[src/rtl/lap_timer_pkg.sv]
// lap_timer_pkg: state encoding and BCD digit limits shared by the lap timer
package lap_timer_pkg;
    typedef enum logic [1:0] {IDLE = 2'd0, RUN = 2'd1, PAUSE = 2'd2} state_t;
    localparam logic [3:0] UNITS_MAX = 4'd9;
    localparam logic [3:0] TENS_MAX  = 4'd5;
endpackage

[src/rtl/lap_timer_bcd_digit.sv]
// bcd_digit: one BCD digit counting 0..MAX, carry high when inc wraps it
// ports: clk, reset (async, high), clr (sync zero, beats inc), inc, q (digit), carry
module bcd_digit
    import lap_timer_pkg::*;
#(
    parameter logic [3:0] MAX = UNITS_MAX
) (
    input  logic       clk,
    input  logic       reset,
    input  logic       clr,
    input  logic       inc,
    output logic [3:0] q,
    output logic       carry
);
    logic at_max;
    assign at_max = q >= MAX;
    assign carry  = inc && at_max;
    always_ff @(posedge clk or posedge reset)
        if (reset) q <= '0;
        else       q <= clr ? 4'd0 : !inc ? q : at_max ? 4'd0 : q + 4'd1;
endmodule

[src/rtl/lap_timer.sv]
// lap_timer: seconds stopwatch 00..59 in BCD with start/pause, clear and lap capture
// ports: clk, reset (async, high), start_stop/lap/clear (1-cycle pulses),
//        time_bcd (live seconds), sample_in + sample_in_valid (lap capture strobe),
//        running (high in RUN)
module lap_timer
    import lap_timer_pkg::*;
#(
    parameter int CLK_PER_TICK = 100000000
) (
    input  logic       clk,
    input  logic       reset,
    input  logic       start_stop,
    input  logic       lap,
    input  logic       clear,
    output logic [7:0] time_bcd,
    output logic [7:0] sample_in,
    output logic       sample_in_valid,
    output logic       running
);
    localparam int PW = CLK_PER_TICK > 1 ? $clog2(CLK_PER_TICK) : 1;
    localparam logic [PW-1:0] PSC_LAST = PW'(CLK_PER_TICK - 1);
    state_t        state, state_n;
    logic [PW-1:0] psc, psc_n;
    logic          tick, cap, units_carry, unused_wrap;
    logic [3:0]    units, tens;
    always_comb begin
        state_n = clear ? IDLE : !start_stop ? state : state == RUN ? PAUSE : RUN;
        tick    = state == RUN && psc == PSC_LAST;
        psc_n   = (clear || state == IDLE) ? '0 : state != RUN ? psc : tick ? '0 : psc + PW'(1);
        cap     = lap && !clear && state != IDLE;
    end
    always_ff @(posedge clk or posedge reset)
        if (reset) begin
            state           <= IDLE;
            psc             <= '0;
            sample_in       <= '0;
            sample_in_valid <= 1'b0;
        end else begin
            state           <= state_n;
            psc             <= psc_n;
            sample_in       <= cap ? time_bcd : clear ? 8'h00 : sample_in;
            sample_in_valid <= cap;
        end
    bcd_digit #(.MAX(UNITS_MAX)) u_units (
        .clk(clk), .reset(reset), .clr(clear), .inc(tick), .q(units), .carry(units_carry)
    );
    bcd_digit #(.MAX(TENS_MAX)) u_tens (
        .clk(clk), .reset(reset), .clr(clear), .inc(units_carry), .q(tens), .carry(unused_wrap)
    );
    assign time_bcd = {tens, units};
    assign running  = state == RUN;
endmodule

[config.mk]
export PLATFORM = sky130hd
export DESIGN_NAME = lap_timer
export DESIGN_NICKNAME = d
export VERILOG_FILES = /design/src/rtl/lap_timer_pkg.sv /design/src/rtl/lap_timer_bcd_digit.sv /design/src/rtl/lap_timer.sv
export SDC_FILE = /design/constraint.sdc
export NUM_CORES = 1
export LEC_CHECK = 0
export CAP_MARGIN = 25
export CORE_MARGIN = 3
export CORE_UTILIZATION = 53
export CTS_CLUSTER_DIAMETER = 30
export DETAILED_ROUTE_END_ITERATION = 7
export GPL_TIMING_DRIVEN = 0
export PLACE_DENSITY_LB_ADDON = 0.15
export SLEW_MARGIN = 20
export SYNTH_ARGS = -nofsm -noshare
export SYNTH_HDL_FRONTEND = slang
export SYNTH_SLANG_ARGS = --single-unit
[constraint.sdc]
create_clock -name clk -period 3.1 [get_ports clk]
set_input_delay 0.465 -clock clk [delete_from_list [all_inputs] [get_ports clk]]
set_output_delay 0.465 -clock clk [all_outputs]
set_load 0.03 [all_outputs]
# --- Word-level counts from Yosys, hierarchy flattened ---
# Index checks and enable logic that the tools add are counted.
totals:
  out_inout_bits: 18
  regBits: 46
op_classes:
  muxes: 14
  eq_ne: 4
  add_sub_neg: 3
  reduce_logical: 12
  order_cmp: 2
ops:
  columns: ["operator", "count"]
  rows:
  - ["27-bit two-way mux", 3]
  - ["27-bit by 1-bit adder with 27-bit output (second input constant)", 1]
  - ["27-bit equality test (second input constant)", 1]
  - ["4-bit two-way mux", 6]
  - ["8-bit two-way mux", 2]
  - ["2-bit nonzero test", 5]
  - ["4-bit by 1-bit adder with 4-bit output (second input constant)", 2]
  - ["2-bit two-way mux", 3]
  - ["4-bit by 3-bit greater-or-equal comparator with 1-bit output (second input constant)", 1]
  - ["4-bit greater-or-equal comparator (second input constant)", 1]
  - ["1-bit logical AND", 4]
  - ["2-bit by 1-bit equality test with 1-bit output (second input constant)", 1]
  - ["2-bit zero test", 1]
  - ["2-bit by 1-bit inequality test with 1-bit output (second input constant)", 1]
  - ["2-bit inequality test (second input constant)", 1]
  - ["1-bit zero test", 1]
  - ["1-bit logical OR", 1]

# --- Logic depth before layout (Yosys ltp) ---
# Gate-level depths: netlist of the first run.
depth:
  depth_word: 5
  mapped_depth: 8

# --- Modules after synthesis ---
# A second synthesis of the first run with hierarchy kept.
unflattened:
  hier_cells: 270
  hier_area_um2: 2555.0
modules_own_cells:
  columns: ["module", "cells_each", "area_each_um2", "n_inst", "seq_area_each_um2"]
  rows:
  - ["lap_timer", 214, 2019.4, 1, 950.9]
  - ["bcd_digit (u_units)", 27, 275.3, 1, 100.1]
  - ["bcd_digit (u_tens)", 29, 260.2, 1, 100.1]

# --- Worst setup path before layout of the first run ---
# Ideal clock, no wire load.
synth_path:
  path_kind: "reg-to-reg"
  startpoint: "register psc[0]"
  endpoint: "register u_tens.q[3]"
  path_stages_with_launch: 8
  setup_ns: 0.128
  path_slack_ns: 0.542
  synth_period_minus_slack_ns: 2.558
  arrival_time_ns: 2.431
  cell_sequence: "dfrtp_1 ha_1 nand3_2 or4_1 or4_4 buf_6 a21oi_2 mux2_1"
synth_between:
  elab_chain_cells: 4
synth_rtl:
  columns: ["element", "line", "source"]
  rows:
  - ["from (decl)", "lap_timer.sv:23", "logic [PW-1:0] psc, psc_n;"]
  - ["from (signal assigned)", "lap_timer.sv:40", "psc <= psc_n;"]
  - ["27-bit equality test", "lap_timer.sv:28", "tick = state == RUN && psc == PSC_LAST;"]
  - ["1-bit logical AND", "lap_timer.sv:28", null]
  - ["1-bit logical AND", "lap_timer_bcd_digit.sv:17", "assign carry = inc && at_max;"]
  - ["2-bit nonzero test (no line)", null, null]
  - ["to (signal assigned)", "lap_timer_bcd_digit.sv:20", "else q <= clr ? 4'd0 : !inc ? q : at_max ? 4'd0 : q + 4'd1;"]
  - ["to (decl)", "lap_timer_bcd_digit.sv:12", "output logic [3:0] q,"]
# Every way passes these cells.
# A chain may end at the register's enable or synchronous reset.

# --- Worst setup path in the final report of the first run ---
# Ends and elaborated chain as after synthesis.

==> impl_summary.log, run 1 <==
[metrics] result of the run: finished clean
[metrics] sum of net half-perimeters after detailed placement: 4880 um
[metrics] detailed-route wire length per cell: 18.1 um
[metrics] Starting Density: 0.576
[metrics] post-layout instance count excluding filler cells: 379
[metrics] class of the tightest hold or removal check: input pin to async pin
[metrics] Floorplan Core Area: 0.00456 mm2
[metrics] Layout area overhead: 15.7%
[metrics] count of fill cells added during filler insertion: 384
[metrics] number of max-slew violations in the final report: 0
[metrics] clock latency on the worst-skew pair: 300 ps
[metrics] worst r2r dst: u_tens.q[3]$_DFFE_PP0P_
[metrics] cell at the root of the clock tree: sky130_fd_sc_hd__clkbuf_8
[metrics] weighted congestion reported at the end of routability-driven placement: 0.900
[metrics] hold bufs inserted after CTS: 0
[metrics] number of clock buffers inserted by TritonCTS: 5
[metrics] Period minus WS final: 2850 ps
[metrics] largest net degree at the start of global routing: 25
[metrics] Synth Warn #: 0
[metrics] met3 GRT Util: 0.0355
[metrics] clock tree sinks: 46
[metrics] standard-cell row count: 24
[metrics] cell count after synthesis: 283
[metrics] number of DRC violations after detailed-routing iteration 0: 236
[metrics] Worst Path Arrival: 3040 ps
[metrics] sum of negative setup slack: 0 ps
[metrics] die area: 0.00584 mm2
[metrics] worst voltage drop across the vdd grid: 0.221 mV
[metrics] reg2reg setup slack: 250 ps
[metrics] path depth of the worst reg2reg path: 7
[metrics] unrepaired setup endpoints after global routing: no
[metrics] count of input and output buffers: 22
[metrics] power per standard cell area: 366 mW/mm2
[metrics] number of top-level pins: 23
[metrics] number of buffers on the longest clock path: 2
[metrics] number of vias per cell: 6.34
[metrics] Post CTS Setup Buffer Count: 0
[metrics] clock transition at the register clock pins on the worst setup and hold paths after CTS: 90 ps
[metrics] met2 global-route usage: 0.397
[metrics] height of the chip: 76.4 um
[metrics] first-pass GRT wire length: 11800 um
[metrics] number of synthesized register bits: 46
[metrics] placed cells: 371
[metrics] sequential-to-total area share from yosys stat: 0.438
[metrics] post-route clock period utilization: 0.919
[metrics] TritonCTS clock tree: done
[metrics] number of distinct library cells after synthesis: 52
[metrics] skew final: 9.96 ps
[metrics] Data required, critical path: 3290 ps
[metrics] most frequent standard cell in the layout excluding fill and tap cells: sky130_fd_sc_hd__dfrtp_1
[metrics] EDFF count, synth: 0
[metrics] Resized cells post-CTS: 0
[metrics] DP Worst Slack: 274 ps
[metrics] die extent in x: 76.4 um
[metrics] final net count: 325
[metrics] final worst setup slack: 251 ps
[metrics] Async SR Flop Fraction: 1.00
[metrics] r2r startpoint: psc[0]$_DFFE_PP0P_
[metrics] GR Util met1: 0.353
[metrics] kind of end point of the critical path: flop
[metrics] H-tree depth: 2
[metrics] count of final hold-check violations: 0
[metrics] initial antenna violation count: 0
[metrics] start-to-end type of the worst setup path: flop to flop
[metrics] antenna cells: 0
[metrics] number of global-route vias before repair: 2386
[metrics] overall fraction of global-route tracks in use: 0.249
[metrics] slew at the pin closest to its max-slew limit: 777 ps
[metrics] leakage power of the design: 1.24 nW
[metrics] highest achievable clock rate: 0.351 GHz
[metrics] number of max-cap violations: 0
[metrics] busiest layer in global routing: met2
[metrics] fraction of layout cells with a size suffix above 1: 0.0701
[metrics] Detail Route Antenna Nets: 0
[metrics] commonest cells after routing, fill and taps aside: sky130_fd_sc_hd__dfrtp_1 (46), sky130_fd_sc_hd__nand3_1 (27), sky130_fd_sc_hd__nor2_1 (26)
[metrics] DRC Markers: 0
[metrics] number of search-and-repair iterations in the first detailed-routing pass: 5
[metrics] post-synthesis average cell area: 9.29 um2
[metrics] critical path launch point type: flop
[metrics] global-route congestion overflow total: 0
[metrics] synthesized netlist net count: 295
[metrics] setup-violating endpoint count in the final report: 0
[metrics] leading register cell type out of synthesis: sky130_fd_sc_hd__dfrtp_1
[metrics] total number of vias: 2402
[metrics] Max Fanout on Critical Path: 10
[metrics] worst rel slew slack: 0.478
[metrics] Routed Wire Length: 6870 um
[metrics] Cell Area, Synth: 0.00263 mm2
metal layers:
layer  up-vias  share of wire
li1       1115              -
met1      1182           0.45
met2        92           0.48
met3        13          0.061
met4         0          0.013
met5         -              0
power breakdown:
group / internal (mW) / switching [mW] / total (mW)
clock network: 0.180 / 0.204 / 0.385
logic: 0.0374 / 0.0778 / 0.115
registers: 0.606 / 0.00812 / 0.614
flip-flops by register name, summed over array words and instances (netlist names):
register and flops:
u_tens.q 4, sample_in_valid 1, state 2, u_units.q 4, psc 27, sample_in 8
cells in the mapped netlist, types with 2 or more instances:
library cell / number / area share
sky130_fd_sc_hd__buf_6: 3 / 0.013
sky130_fd_sc_hd__o21ai_0: 9 / 0.017
sky130_fd_sc_hd__and2_1: 2 / 0.0048
sky130_fd_sc_hd__mux2i_1: 15 / 0.057
sky130_fd_sc_hd__nor4b_1: 2 / 0.0067
sky130_fd_sc_hd__nand2_1: 17 / 0.024
sky130_fd_sc_hd__nand2b_1: 4 / 0.0095
sky130_fd_sc_hd__and3_1: 13 / 0.031
sky130_fd_sc_hd__dfrtp_1: 46 / 0.44
sky130_fd_sc_hd__and4_1: 2 / 0.0067
sky130_fd_sc_hd__a21boi_0: 2 / 0.0057
sky130_fd_sc_hd__inv_1: 12 / 0.017
sky130_fd_sc_hd__nand3_1: 27 / 0.051
sky130_fd_sc_hd__clkbuf_1: 10 / 0.014
sky130_fd_sc_hd__or4b_2: 2 / 0.0076
sky130_fd_sc_hd__nor2_1: 26 / 0.037
sky130_fd_sc_hd__nor2b_1: 4 / 0.0095
sky130_fd_sc_hd__nand4_1: 17 / 0.040
sky130_fd_sc_hd__nor3_1: 3 / 0.0057
sky130_fd_sc_hd__a31oi_1: 11 / 0.026
sky130_fd_sc_hd__o31ai_1: 4 / 0.011
sky130_fd_sc_hd__a32oi_1: 2 / 0.0067
sky130_fd_sc_hd__ha_1: 7 / 0.033
sky130_fd_sc_hd__a21oi_1: 8 / 0.015
sky130_fd_sc_hd__or4_1: 8 / 0.023
cell type report:
| type | instances | area [um2] | area share |
|---|---|---|---|
| multi-input combinational | 209 | 1350 | 0.443 |
| timing repair buffer | 23 | 240 | 0.0790 |
| tap | 65 | 81.3 | 0.0267 |
| clock buffer | 7 | 86.3 | 0.0284 |
| sequential | 46 | 1150 | 0.378 |
| clock inverter | 1 | 5.00 | 0.00165 |
| buffer | 15 | 80.1 | 0.0263 |
| inverter | 13 | 48.8 | 0.0160 |
how the worst max path moves through the flow:
stage                  startpoint                 endpoint  cells after the start
2_1_floorplan  psc[0]$_DFFE_PP0P_  u_tens.q[3]$_DFFE_PP0P_                      7
3_5_place_dp   psc[0]$_DFFE_PP0P_  u_tens.q[3]$_DFFE_PP0P_                      7
6_report       psc[0]$_DFFE_PP0P_  u_tens.q[3]$_DFFE_PP0P_                      7
3_3_place_gp   psc[0]$_DFFE_PP0P_  u_tens.q[3]$_DFFE_PP0P_                      7
4_1_cts        psc[0]$_DFFE_PP0P_  u_tens.q[3]$_DFFE_PP0P_                      7
5_1_grt        psc[0]$_DFFE_PP0P_  u_tens.q[3]$_DFFE_PP0P_                      7
cell families after synthesis:
logic type,after synthesis,share of synthesized area
and+or+nand+nor,134,0.286
AOI/OAI and AO/OA,51,0.129
DFF,46,0.438
buffers and inverters,28,0.0490
muxes,16,0.0614
adders and majority gates,7,0.0333
xor gates and xnor gates,1,0.00333
per-stage QoR:
step | util | hold slack [ps] | area (um2) | total power, mW
after floorplan | - | 458 | 2630 | 0.695
after detailed placement | 0.646 | 479 | 2950 | 0.741
after CTS | 0.666 | 491 | 3040 | 1.12
after global routing | 0.666 | 518 | 3040 | 1.15
after global placement | 0.642 | 469 | 2930 | 0.734
final | 0.666 | 498 | 3040 | 1.11
worst max-delay path: stages, from the launching register on:
cell and delay, ps:
sky130_fd_sc_hd__dfrtp_1 430, sky130_fd_sc_hd__ha_1 250, sky130_fd_sc_hd__nand3_2 130, sky130_fd_sc_hd__or4_1 600, sky130_fd_sc_hd__or4_4 610, sky130_fd_sc_hd__buf_6 180, sky130_fd_sc_hd__a21oi_2 190, sky130_fd_sc_hd__mux2_1 350
(Power assumes the default switching activity.)
==> run 2: changes to the inputs <==
RECOVER_POWER = 25   (was default)
clock period = 2.95 ns   (was 3.1 ns; I/O delays follow)
==> run 2 against run 1 <==
Effect of this change: clock skew down 2.3 ps; non-clock buffer count unchanged; clock-buffer cell count unchanged.
==> impl_summary.log, run 2 (synthesized netlist as in run 1, its figures left out) <==
[metrics] result of the run: finished clean (unchanged)
[metrics] clock latency on the worst-skew pair: 300 ps (about the same)
[metrics] Switching Power: 0.303 mW (was 0.290 mW)
[metrics] slew at the pin closest to its max-slew limit: 1310 ps (was 777 ps)
[metrics] number of DRC violations after detailed-routing iteration 0: 236 (unchanged)
[metrics] Worst Path Arrival: 3040 ps (about the same)
[metrics] number of top-level pins: 23 (unchanged)
[metrics] number of clock buffers inserted by TritonCTS: 5 (unchanged)
[metrics] worst r2r dst: u_tens.q[3]$_DFFE_PP0P_ (unchanged)
[metrics] overall fraction of global-route tracks in use: 0.249 (unchanged)
[metrics] cell at the root of the clock tree: sky130_fd_sc_hd__clkbuf_8 (unchanged)
[metrics] start-to-end type of the worst setup path: flop to flop (unchanged)
[metrics] sequential cell fraction of total power: 0.554 (was 0.551)
[metrics] fraction of layout cells with a size suffix above 1: 0.0637 (was 0.0701)
[metrics] hold bufs inserted after CTS: 0 (unchanged)
[metrics] power per standard cell area: 385 mW/mm2 (was 366 mW/mm2)
[metrics] worst rel slew slack: 0.129 (was 0.478)
[metrics] antenna cells: 0 (unchanged)
[metrics] post-route clock period utilization: 0.967 (was 0.919)
[metrics] worst hold-check slack: 497 ps (was 498 ps)
[metrics] registers with the most flip-flops: psc (27), sample_in (8) (unchanged)
[metrics] worst min-delay path endpoint: psc[23]$_DFFE_PP0P_
[metrics] number of global-route vias before repair: 2386 (unchanged)
[metrics] Resized cells post-CTS: 0 (unchanged)
[metrics] critical path launch point type: flop (unchanged)
[metrics] count of input and output buffers: 22 (unchanged)
[metrics] Power Internal: 0.863 mW (was 0.824 mW)
[metrics] number of buffers on the longest clock path: 2 (unchanged)
[metrics] worst voltage drop across the vdd grid: 0.233 mV (was 0.221 mV)
[metrics] clock transition at the register clock pins on the worst setup and hold paths after CTS: 90 ps (about the same)
[metrics] total number of vias: 2393 (was 2402)
[metrics] Buf+Inv Stages, Crit Path: 1 (unchanged)
[metrics] first-pass GRT wire length: 11800 um (unchanged)
[metrics] total power after layout: 1.17 mW (was 1.11 mW)
[metrics] count of final hold-check violations: 0 (unchanged)
[metrics] number of cells traversed by the worst hold path: 1
[metrics] kind of cell with the highest combined delay on the critical path: simple AND/OR/NAND/NOR gates (unchanged)
[metrics] Layout area overhead: 15.1% (was 15.7%)
[metrics] skew final: 7.70 ps (was 9.96 ps)
[metrics] die area: 0.00584 mm2 (unchanged)
[metrics] relative contribution of combinational cells to total power: 0.101 (was 0.103)
[metrics] weighted congestion reported at the end of routability-driven placement: 0.900 (unchanged)
[metrics] reg2reg setup slack: 100 ps (was 250 ps)
[metrics] commonest cells after routing, fill and taps aside: sky130_fd_sc_hd__dfrtp_1 (46), sky130_fd_sc_hd__nand3_1 (27), sky130_fd_sc_hd__nor2_1 (26) (unchanged)
[metrics] number of search-and-repair iterations in the first detailed-routing pass: 5 (unchanged)
[metrics] TritonCTS clock tree: done (unchanged)
[metrics] cell with the largest stage delay on the worst path: sky130_fd_sc_hd__or4_4 (unchanged)
[metrics] Floorplan Core Area: 0.00456 mm2 (unchanged)
[metrics] switching portion of total power: 0.260 (was 0.261)
[metrics] r2r startpoint: psc[0]$_DFFE_PP0P_ (unchanged)
[metrics] leakage power of the design: 1.23 nW (was 1.24 nW)
[metrics] class of the tightest hold or removal check: flop to flop (was input pin to async pin)
[metrics] global-route congestion overflow total: 0 (unchanged)
[metrics] die extent in x: 76.4 um (unchanged)
[metrics] highest achievable clock rate: 0.350 GHz (was 0.351 GHz)
[metrics] Min-Delay Startpoint: psc[23]$_DFFE_PP0P_
[metrics] number of flip-flops under the largest register name: 27 (unchanged)
[metrics] Data required, critical path: 3140 ps (was 3290 ps)
[metrics] maximum single-stage delay on the critical path: 610 ps (about the same)
[metrics] setup-violating endpoint count in the final report: 0 (unchanged)
[metrics] path depth of the worst reg2reg path: 7 (unchanged)
[metrics] Starting Density: 0.576 (unchanged)
[metrics] initial antenna violation count: 0 (unchanged)
[metrics] kind of end point of the critical path: flop (unchanged)
[metrics] Detail Route Antenna Nets: 0 (unchanged)
[metrics] utilization of the core after routing: 0.663 (was 0.666)
[metrics] final net count: 325 (unchanged)
[metrics] Period minus WS final: 2850 ps (about the same)
[metrics] largest net degree at the start of global routing: 25 (unchanged)
[metrics] Reg with most FFs: psc (unchanged)
[metrics] relative contribution of the clock network to total power: 0.345 (about the same)
[metrics] Routed Wire Length: 6860 um (was 6870 um)
[metrics] unrepaired setup endpoints after global routing: no (unchanged)
[metrics] ordered list of cells on the worst path: ha_1, nand3_2, or4_1, or4_4, buf_6, a21oi_2, mux2_1 (unchanged)
[metrics] detailed-route wire length per cell: 18.1 um (about the same)
[metrics] Max Fanout on Critical Path: 10 (unchanged)
[metrics] DRC Markers: 0 (unchanged)
[metrics] standard-cell row count: 24 (unchanged)
[metrics] sum of net half-perimeters after detailed placement: 4880 um (unchanged)
[metrics] clock tree sinks: 46 (unchanged)
[metrics] sum of negative setup slack: 0 ps (unchanged)
[metrics] Post CTS Setup Buffer Count: 0 (unchanged)
[metrics] number of max-cap violations: 0 (unchanged)
[metrics] most frequent standard cell in the layout excluding fill and tap cells: sky130_fd_sc_hd__dfrtp_1 (unchanged)
[metrics] number of vias per cell: 6.31 (was 6.34)
[metrics] height of the chip: 76.4 um (unchanged)
[metrics] H-tree depth: 2 (unchanged)
[metrics] number of max-slew violations in the final report: 0 (unchanged)
==> run 2: worst max-delay path by stage <==
stage | slack, ps | endpoint | cells after the start | start
after detailed placement | 120 | u_tens.q[3]$_DFFE_PP0P_ | 7 | psc[0]$_DFFE_PP0P_
final | 100 | u_tens.q[3]$_DFFE_PP0P_ | 7 | psc[0]$_DFFE_PP0P_
after floorplan | 390 | u_tens.q[3]$_DFFE_PP0P_ | 7 | psc[0]$_DFFE_PP0P_
after global placement | 150 | u_tens.q[3]$_DFFE_PP0P_ | 7 | psc[0]$_DFFE_PP0P_
after global routing | 0.9 | u_tens.q[3]$_DFFE_PP0P_ | 7 | psc[0]$_DFFE_PP0P_
after CTS | 110 | u_tens.q[3]$_DFFE_PP0P_ | 7 | psc[0]$_DFFE_PP0P_
==> run 2: per-stage QoR <==
step           cells  cell area [um2]  worst slack [ps]
2_1_floorplan    283             2630               392
3_3_place_gp     370             2930               154
3_5_place_dp     371             2950               124
4_1_cts          379             3040               107
5_1_grt          379             3030             0.866
6_report         379             3030              96.1
==> run 2: power by group through the flow <==
stage | clock network, mW | registers [mW] | logic [mW]
floorplan | 0 | 0.665 | 0.0656
global placement | 0 | 0.657 | 0.114
detailed placement | 0 | 0.658 | 0.121
CTS | 0.409 | 0.645 | 0.121
global route | 0.433 | 0.648 | 0.128
finish | 0.402 | 0.646 | 0.118
==> run 2: cell type report <==
class / count / area [um2]
Sequential cell: 46 / 1150
Clock buffer: 7 / 86.3
Clock inverter: 1 / 5.00
Fill cell: 385 / 1540
Multi-Input combinational cell: 209 / 1350
Buffer: 15 / 80.1
Inverter: 13 / 48.8
Timing Repair Buffer: 23 / 224
Tap cell: 65 / 81.3
==> run 2: worst register-to-register path, cell delays in order, from the launching register on <==
cell,delay (ps)
sky130_fd_sc_hd__dfrtp_1,430
sky130_fd_sc_hd__ha_1,260
sky130_fd_sc_hd__nand3_2,130
sky130_fd_sc_hd__or4_1,600
sky130_fd_sc_hd__or4_4,610
sky130_fd_sc_hd__buf_6,180
sky130_fd_sc_hd__a21oi_2,200
sky130_fd_sc_hd__mux2_1,350
==> run 2: layer usage <==
metal,GRT usage,wire length [um],up-vias
met3,0.0355,475,13
met2,0.397,3240,94
met1,0.353,3050,1171
li1,-,-,1115
met5,0,0,-
met4,0.0707,87,0
